### src/rtl/gate_sweep_ctrl.sv
// rtl/gate_sweep_ctrl.sv - exhaustive truth-table sweep comparing two gate implementations
// Optional: GATE_SWEEP_STOP_ON_ERR_EN ends the sweep at the first mismatch.
module gate_sweep_ctrl #(
    parameter int N_IN   = 2,
    parameter int SETTLE = 1
) (
    input  logic            clk,
    input  logic            rst_n,
    input  logic            start,
    input  logic            res_a,
    input  logic            res_b,
    output logic [N_IN-1:0] vec,
    output logic            busy,
    output logic            done,
    output logic            pass,
    output logic [N_IN:0]   err_cnt,
    output logic            first_err_valid,
    output logic [N_IN-1:0] first_err_vec
);

    typedef enum logic [1:0] {
        S_IDLE,
        S_SETTLE,
        S_SAMPLE,
        S_DONE
    } state_t;

`ifdef GATE_SWEEP_STOP_ON_ERR_EN
    localparam bit STOP_ON_ERR = 1'b1;
`else
    localparam bit STOP_ON_ERR = 1'b0;
`endif

    localparam logic [3:0] SETTLE_CNT = 4'(SETTLE);
    localparam state_t     AFTER_VEC  = (SETTLE == 0) ? S_SAMPLE : S_SETTLE;

    state_t          state, state_nx;
    logic [3:0]      cnt, cnt_nx;
    logic [N_IN-1:0] vec_nx, first_err_vec_nx;
    logic [N_IN:0]   err_cnt_nx;
    logic            busy_nx, done_nx, pass_nx, first_err_valid_nx;
    logic            mismatch;

    assign mismatch = res_a ^ res_b;

    always_comb begin
        state_nx           = state;
        cnt_nx             = cnt;
        vec_nx             = vec;
        busy_nx            = busy;
        done_nx            = 1'b0;
        pass_nx            = pass;
        err_cnt_nx         = err_cnt;
        first_err_valid_nx = first_err_valid;
        first_err_vec_nx   = first_err_vec;
        case (state)
            S_IDLE: begin
                if (start) begin
                    vec_nx             = '0;
                    err_cnt_nx         = '0;
                    first_err_valid_nx = 1'b0;
                    first_err_vec_nx   = '0;
                    pass_nx            = 1'b0;
                    busy_nx            = 1'b1;
                    cnt_nx             = SETTLE_CNT;
                    state_nx           = AFTER_VEC;
                end
            end
            S_SETTLE: begin
                cnt_nx = cnt - 4'd1;
                if (cnt <= 4'd1) begin
                    state_nx = S_SAMPLE;
                end
            end
            S_SAMPLE: begin
                if (mismatch) begin
                    err_cnt_nx = err_cnt + (N_IN+1)'(1);
                    if (!first_err_valid) begin
                        first_err_vec_nx   = vec;
                        first_err_valid_nx = 1'b1;
                    end
                end
                // busy drops and done rises together so done lands in the DONE cycle
                if ((&vec) || (STOP_ON_ERR && mismatch)) begin
                    busy_nx  = 1'b0;
                    done_nx  = 1'b1;
                    pass_nx  = !mismatch && (err_cnt == '0);
                    state_nx = S_DONE;
                end else begin
                    vec_nx   = vec + N_IN'(1);
                    cnt_nx   = SETTLE_CNT;
                    state_nx = AFTER_VEC;
                end
            end
            S_DONE: begin
                state_nx = S_IDLE;
            end
            default: begin
                state_nx = S_IDLE;
            end
        endcase
    end

    always_ff @(posedge clk or negedge rst_n) begin
        if (!rst_n) begin
            state           <= S_IDLE;
            cnt             <= '0;
            vec             <= '0;
            busy            <= 1'b0;
            done            <= 1'b0;
            pass            <= 1'b0;
            err_cnt         <= '0;
            first_err_valid <= 1'b0;
            first_err_vec   <= '0;
        end else begin
            state           <= state_nx;
            cnt             <= cnt_nx;
            vec             <= vec_nx;
            busy            <= busy_nx;
            done            <= done_nx;
            pass            <= pass_nx;
            err_cnt         <= err_cnt_nx;
            first_err_valid <= first_err_valid_nx;
            first_err_vec   <= first_err_vec_nx;
        end
    end

endmodule

### config.mk
export PLATFORM = sky130hd
export DESIGN_NAME = gate_sweep_ctrl
export DESIGN_NICKNAME = d
export VERILOG_FILES = /design/src/rtl/gate_sweep_ctrl.sv
export SDC_FILE = /design/constraint.sdc
export NUM_CORES = 1
export LEC_CHECK = 0
export BUFFER_PORTS_ARGS = -buffer_cell sky130_fd_sc_hd__buf_2
export CORE_UTILIZATION = 53
export CTS_BUF_LIST = sky130_fd_sc_hd__clkbuf_8 sky130_fd_sc_hd__clkbuf_16
export DETAILED_ROUTE_END_ITERATION = 7
export GPL_ROUTABILITY_DRIVEN = 0
export GPL_TIMING_DRIVEN = 0
export PLACE_DENSITY_LB_ADDON = 0.08
export SYNTH_ARGS = -nofsm -noshare
export SYNTH_HDL_FRONTEND = slang
export SYNTH_SLANG_ARGS = --single-unit
### constraint.sdc
create_clock -name clk -period 1.73 [get_ports clk]
set_clock_uncertainty 0.1 [all_clocks]
set_input_delay 0 -clock clk [delete_from_list [all_inputs] [get_ports clk]]
set_output_delay 0 -clock clk [all_outputs]
set_load 0.005 [all_outputs]
After elaboration in Yosys (flattened, before gate mapping). Cells that the tools add are included.

Register bits after elaboration: 17. Input bits: 5. Output and inout bits: 11. Word-level logic and storage cells: 62.

Add/subtract/negate cells: 3. $lt $le $gt $ge: 1. Eq/ne operators: 9. Multiplexer cells: 26. Bitwise operators: 1. Reduce and logical (&&, ||, !) cells: 13.

Operator list (number): $mux 2 (7); $ne 2x2->1 const B (6); $pmux 4 s3 (1); $reduce_and 3->1 (4); $mux 4 (2); $pmux 2 s2 (2); $pmux 2 s4 (1); $mux 1 (7); $mux 3 (2); $pmux 1 s2 (3); $pmux 3 s2 (1); $eq 2x2->1 const B (2); $le 4x1->1 const B (1); $reduce_and 2->1 (2); $reduce_and 4->1 (1); $sub 4x1->4 const B (1); $add 3x1->3 const B (1); $logic_not 3->1 (1); $reduce_bool 3->1 (1); $add 2x1->2 const B (1); $eq 2x1->1 const B (1); $logic_not 2->1 (1); $reduce_bool 2->1 (1); $logic_and 1x1->1 (1); 2 further kinds (2).

Depth between registers and ports, before layout.
Depth in word-level cells: 5. Mapped depth: 5. Gate-level depth less buffers: 5.

Worst setup path before layout. OpenSTA, ideal clock, no wires.

Path type: register -> register. From: register vec[0]. To: register cnt[2]. Library setup time: 0.124 ns. Data arrival time: 1.164 ns. Data required time: 1.506 ns. Setup slack: 0.342 ns. Stages on the path, launching flop included: 4. Path buffers: 0. Clock period less this slack: 1.388 ns. Cells stage by stage: dfrtp_1 ha_1 a21o_1 a211o_1.

Word-level cells in the longest chain between the ends: 3.

RTL lines: start: declaration (RTL line 12) `output logic [N_IN-1:0] vec,`; start signal: assignment (RTL line 118) `vec <= vec_nx;`; $reduce_and 2->1 (RTL line 84) `if ((&vec) || (STOP_ON_ERR && mismatch)) begin`; $ne 2x2->1 (no line); $reduce_and 3->1 (no line); end signal: assignment (RTL line 117) `cnt <= cnt_nx;`; end: declaration (RTL line 38) `logic [3:0] cnt, cnt_nx;`.

No other way between the ends. A chain may end at the register's enable or synchronous reset.

Final worst setup path. Ends and elaborated chain as after synthesis.

==> metrics <==
result of the run finished, final reports clean; Clk Tree Root Cell sky130_fd_sc_hd__clkbuf_8; kind of path behind the tightest hold check in -> reg; number of different library cells in the post-synthesis netlist 34; Power Dens Cells around 1500 nW/um^2; setup violators final 0; die area 1960 um^2; cell with the most instances after synthesis sky130_fd_sc_hd__dfrtp_1; biggest area consumer among synthesized cells sky130_fd_sc_hd__dfrtp_1; estimated wirelength of the detail-placed design 1320 um; boundary pin count 16; Final Worst Setup Slack 239 ps; proportion of layout cells with a drive suffix above 1 22.1%; post-detailed-route wirelength per cell 14.2 um; Longest Clk Path Bufs 2; most area-consuming cells after synthesis sky130_fd_sc_hd__dfrtp_1 (45%), sky130_fd_sc_hd__ha_1 (6.6%), sky130_fd_sc_hd__mux2i_1 (4.2%), sky130_fd_sc_hd__o21ai_0 (3.2%), sky130_fd_sc_hd__inv_1 (3.2%); power after layout 0.00172 W; Synthesis Warnings 0; sequential share of the synthesized area 45.0%; xor/xnor cell area share of the yosys netlist about 4.5%; Worst Path Arrival 1530 ps; via-per-instance ratio 5.64; slew of the pin with the lowest slew margin 477 ps; total count of hold-check failures in the final report 0; core area ~1600 um^2; total of buffers placed on input and output ports 15; nets in the synthesized netlist between 100 and 150; Skew-Pair Late Insertion Delay 250 ps; number of DRC markers in iteration 0 10; normalized max-slew margin between 60% and 70%; startpoint of the worst register-to-register path vec[0]; worst hold slack across all endpoints about 58 ps; growth of design area from synthesis to finish 18.0%; Sequential cell area 425 um^2; Post-route DRC 0; CP Launch Type flop; number of synthesized register bits 17; Simple-Gate Fraction of Synth Area 14.6%; number of buffers created by CTS 3; setup_tns 0 ps; RSZ-0062 raised after global routing false; cell types with the highest counts after synthesis sky130_fd_sc_hd__dfrtp_1 (17), sky130_fd_sc_hd__inv_1 (8), sky130_fd_sc_hd__nand2_1 (7); destination of the worst register-to-register timing path cnt[2]; maximum fanout encountered on the critical timing path 7; # diodes 0; worst reg2reg setup slack 240 ps; first-pass GRT wire length 3330 um; drt first pass iters 6; Post-synth ARST share 100%; CP endpoint cnt[2]; min cycle time layout 1490 ps; worst slack at placement ~260 ps; cell count of the worst reg-to-reg path 3; sort of element at the end of the critical path flop; adder and majority cell fraction of the synthesized area about 6.6%; timing-limited maximum frequency roughly 0.67 GHz; Total Wirelength 1950 um; fraction of synthesized area in multiplexers roughly 4.2%; cell leakage power 0.582 nW; Detail Route Antenna Nets 0; number of fillers in the final layout 131; # Max-Cap Violations 0; share of the synthesized area in compound gates (AO/OA/AOI/OAI) 19.3%; synthesized netlist cell count 92; count of final max-slew check failures 0; Final Net Count 124; routed vias 773; clock-pin slew on the worst setup and hold paths 60 ps; post-route cell area 1120 um^2; hold depth 3; Global Route Usage Sum 23.7%; maximum number of pins on one net before global-route repair 18; antenna violations before repair 0; y dimension of the die 44.2 um; final global-route overflow total 0; peak supply drop about 0.85 mV; number of global-route vias before repair 745; CTS Sinks 17; effective utilization at floorplan 59.3%; proportion of netlist area held by the largest area contributor between 40% and 50%; Setup crit start vec[0]; Post-Synthesis Mean Instance Area 10.3 um^2; clock tree from TritonCTS done; maximum level of the CTS H-tree 1; number of cells upsized or downsized after cts 0; dpl cell area ~1100 um^2; standard-cell rows 14; main combinational cell family by area after synthesis compound AO/OA/AOI/OAI gates; count of flip-flops with a built-in enable after synthesis 0; Syn Std Cell Area 946 um^2; portion of the clock cycle consumed by the worst path in the final layout ~86%; Worst Path Required 1770 ps; area of the multi-input gates 465 um^2; Worst Setup Path Type reg -> reg; Die Span X between 40 and 50 um; buffer count from post-CTS setup fixing 0; Top FF cell, synth sky130_fd_sc_hd__dfrtp_1
==> layout by cell type, fill, tap and decap left out, drive strengths merged, types with 3 or more instances in the layout <==
master	instances
ha	5
clkbuf	4
o21ai	11
dfrtp	17
nor2	4
inv	9
nand2	7
mux2i	4
xor2	3
buf	18
a21oi	4
==> report_power, final <==
group	switching, W	internal [W]
registers	0.000126	0.000531
logic	0.000415	0.000361
clock network	0.000131	0.000157
==> cells by family after synthesis <==
kind of cell | after synthesis
AO/OA/AOI/OAI | 27
XOR/XNOR | 4
adder cells (fa/ha/maj) | 5
buffers and inverters | 12
flip-flops | 17
multiplexers | 4
AND/OR/NAND/NOR | 23
==> cell type report <==
type                    count  area share, %
flip-flops and latches     17           38.1
clock buffers               3           3.70
repair buffers             17           8.52
well taps                  24           2.69
clock inverters             1          0.336
multi-input cells          63           41.7
plain buffers               4           2.24
inverters                   8           2.69
==> stage by stage <==
| step | util (%) | std cells |
|---|---|---|
| after floorplan | - | 92 |
| after global placement | 65.9 | 131 |
| after detailed placement | 65.9 | 131 |
| after CTS | 70.0 | 137 |
| after global routing | 70.0 | 137 |
| final | 70.0 | 137 |
==> how the worst min path moves through the flow <==
stage,from,end,slack [ps]
after floorplan,rst_n,busy,-400
after global placement,rst_n,done,-160
after detailed placement,rst_n,state[1],-160
after CTS,res_a,first_err_valid,40
after global routing,res_a,first_err_valid,90
final,res_a,first_err_valid,60
==> sequential cells by signal (all words and copies together), names as in the netlist <==
name             flops
cnt                  4
err_cnt              3
first_err_vec        2
state                2
vec                  2
busy                 1
done                 1
first_err_valid      1
pass                 1
==> critical path, stage by stage, from the launching register on <==
cell and delay (ps):
sky130_fd_sc_hd__dfrtp_1 430, sky130_fd_sc_hd__ha_1 310, sky130_fd_sc_hd__a21o_1 240, sky130_fd_sc_hd__a211o_1 300
==> routing by layer <==
layer,share of wire [%],vias to the layer above,global-route usage (%)
met4,1.4,0,12.1
met5,0,-,0
met3,3.1,4,3.67
met2,48,25,37.6
met1,48,377,31.5
li1,-,367,-
==> repair_timing <==
| action | CTS | global route |
|---|---|---|
| setup endpoints to repair | 0 | 0 |
| endpoints found under the hold margin | 18 | 0 |
| hold buffers | 2 | 0 |
Note: power is estimated with default switching activity, not from simulation.
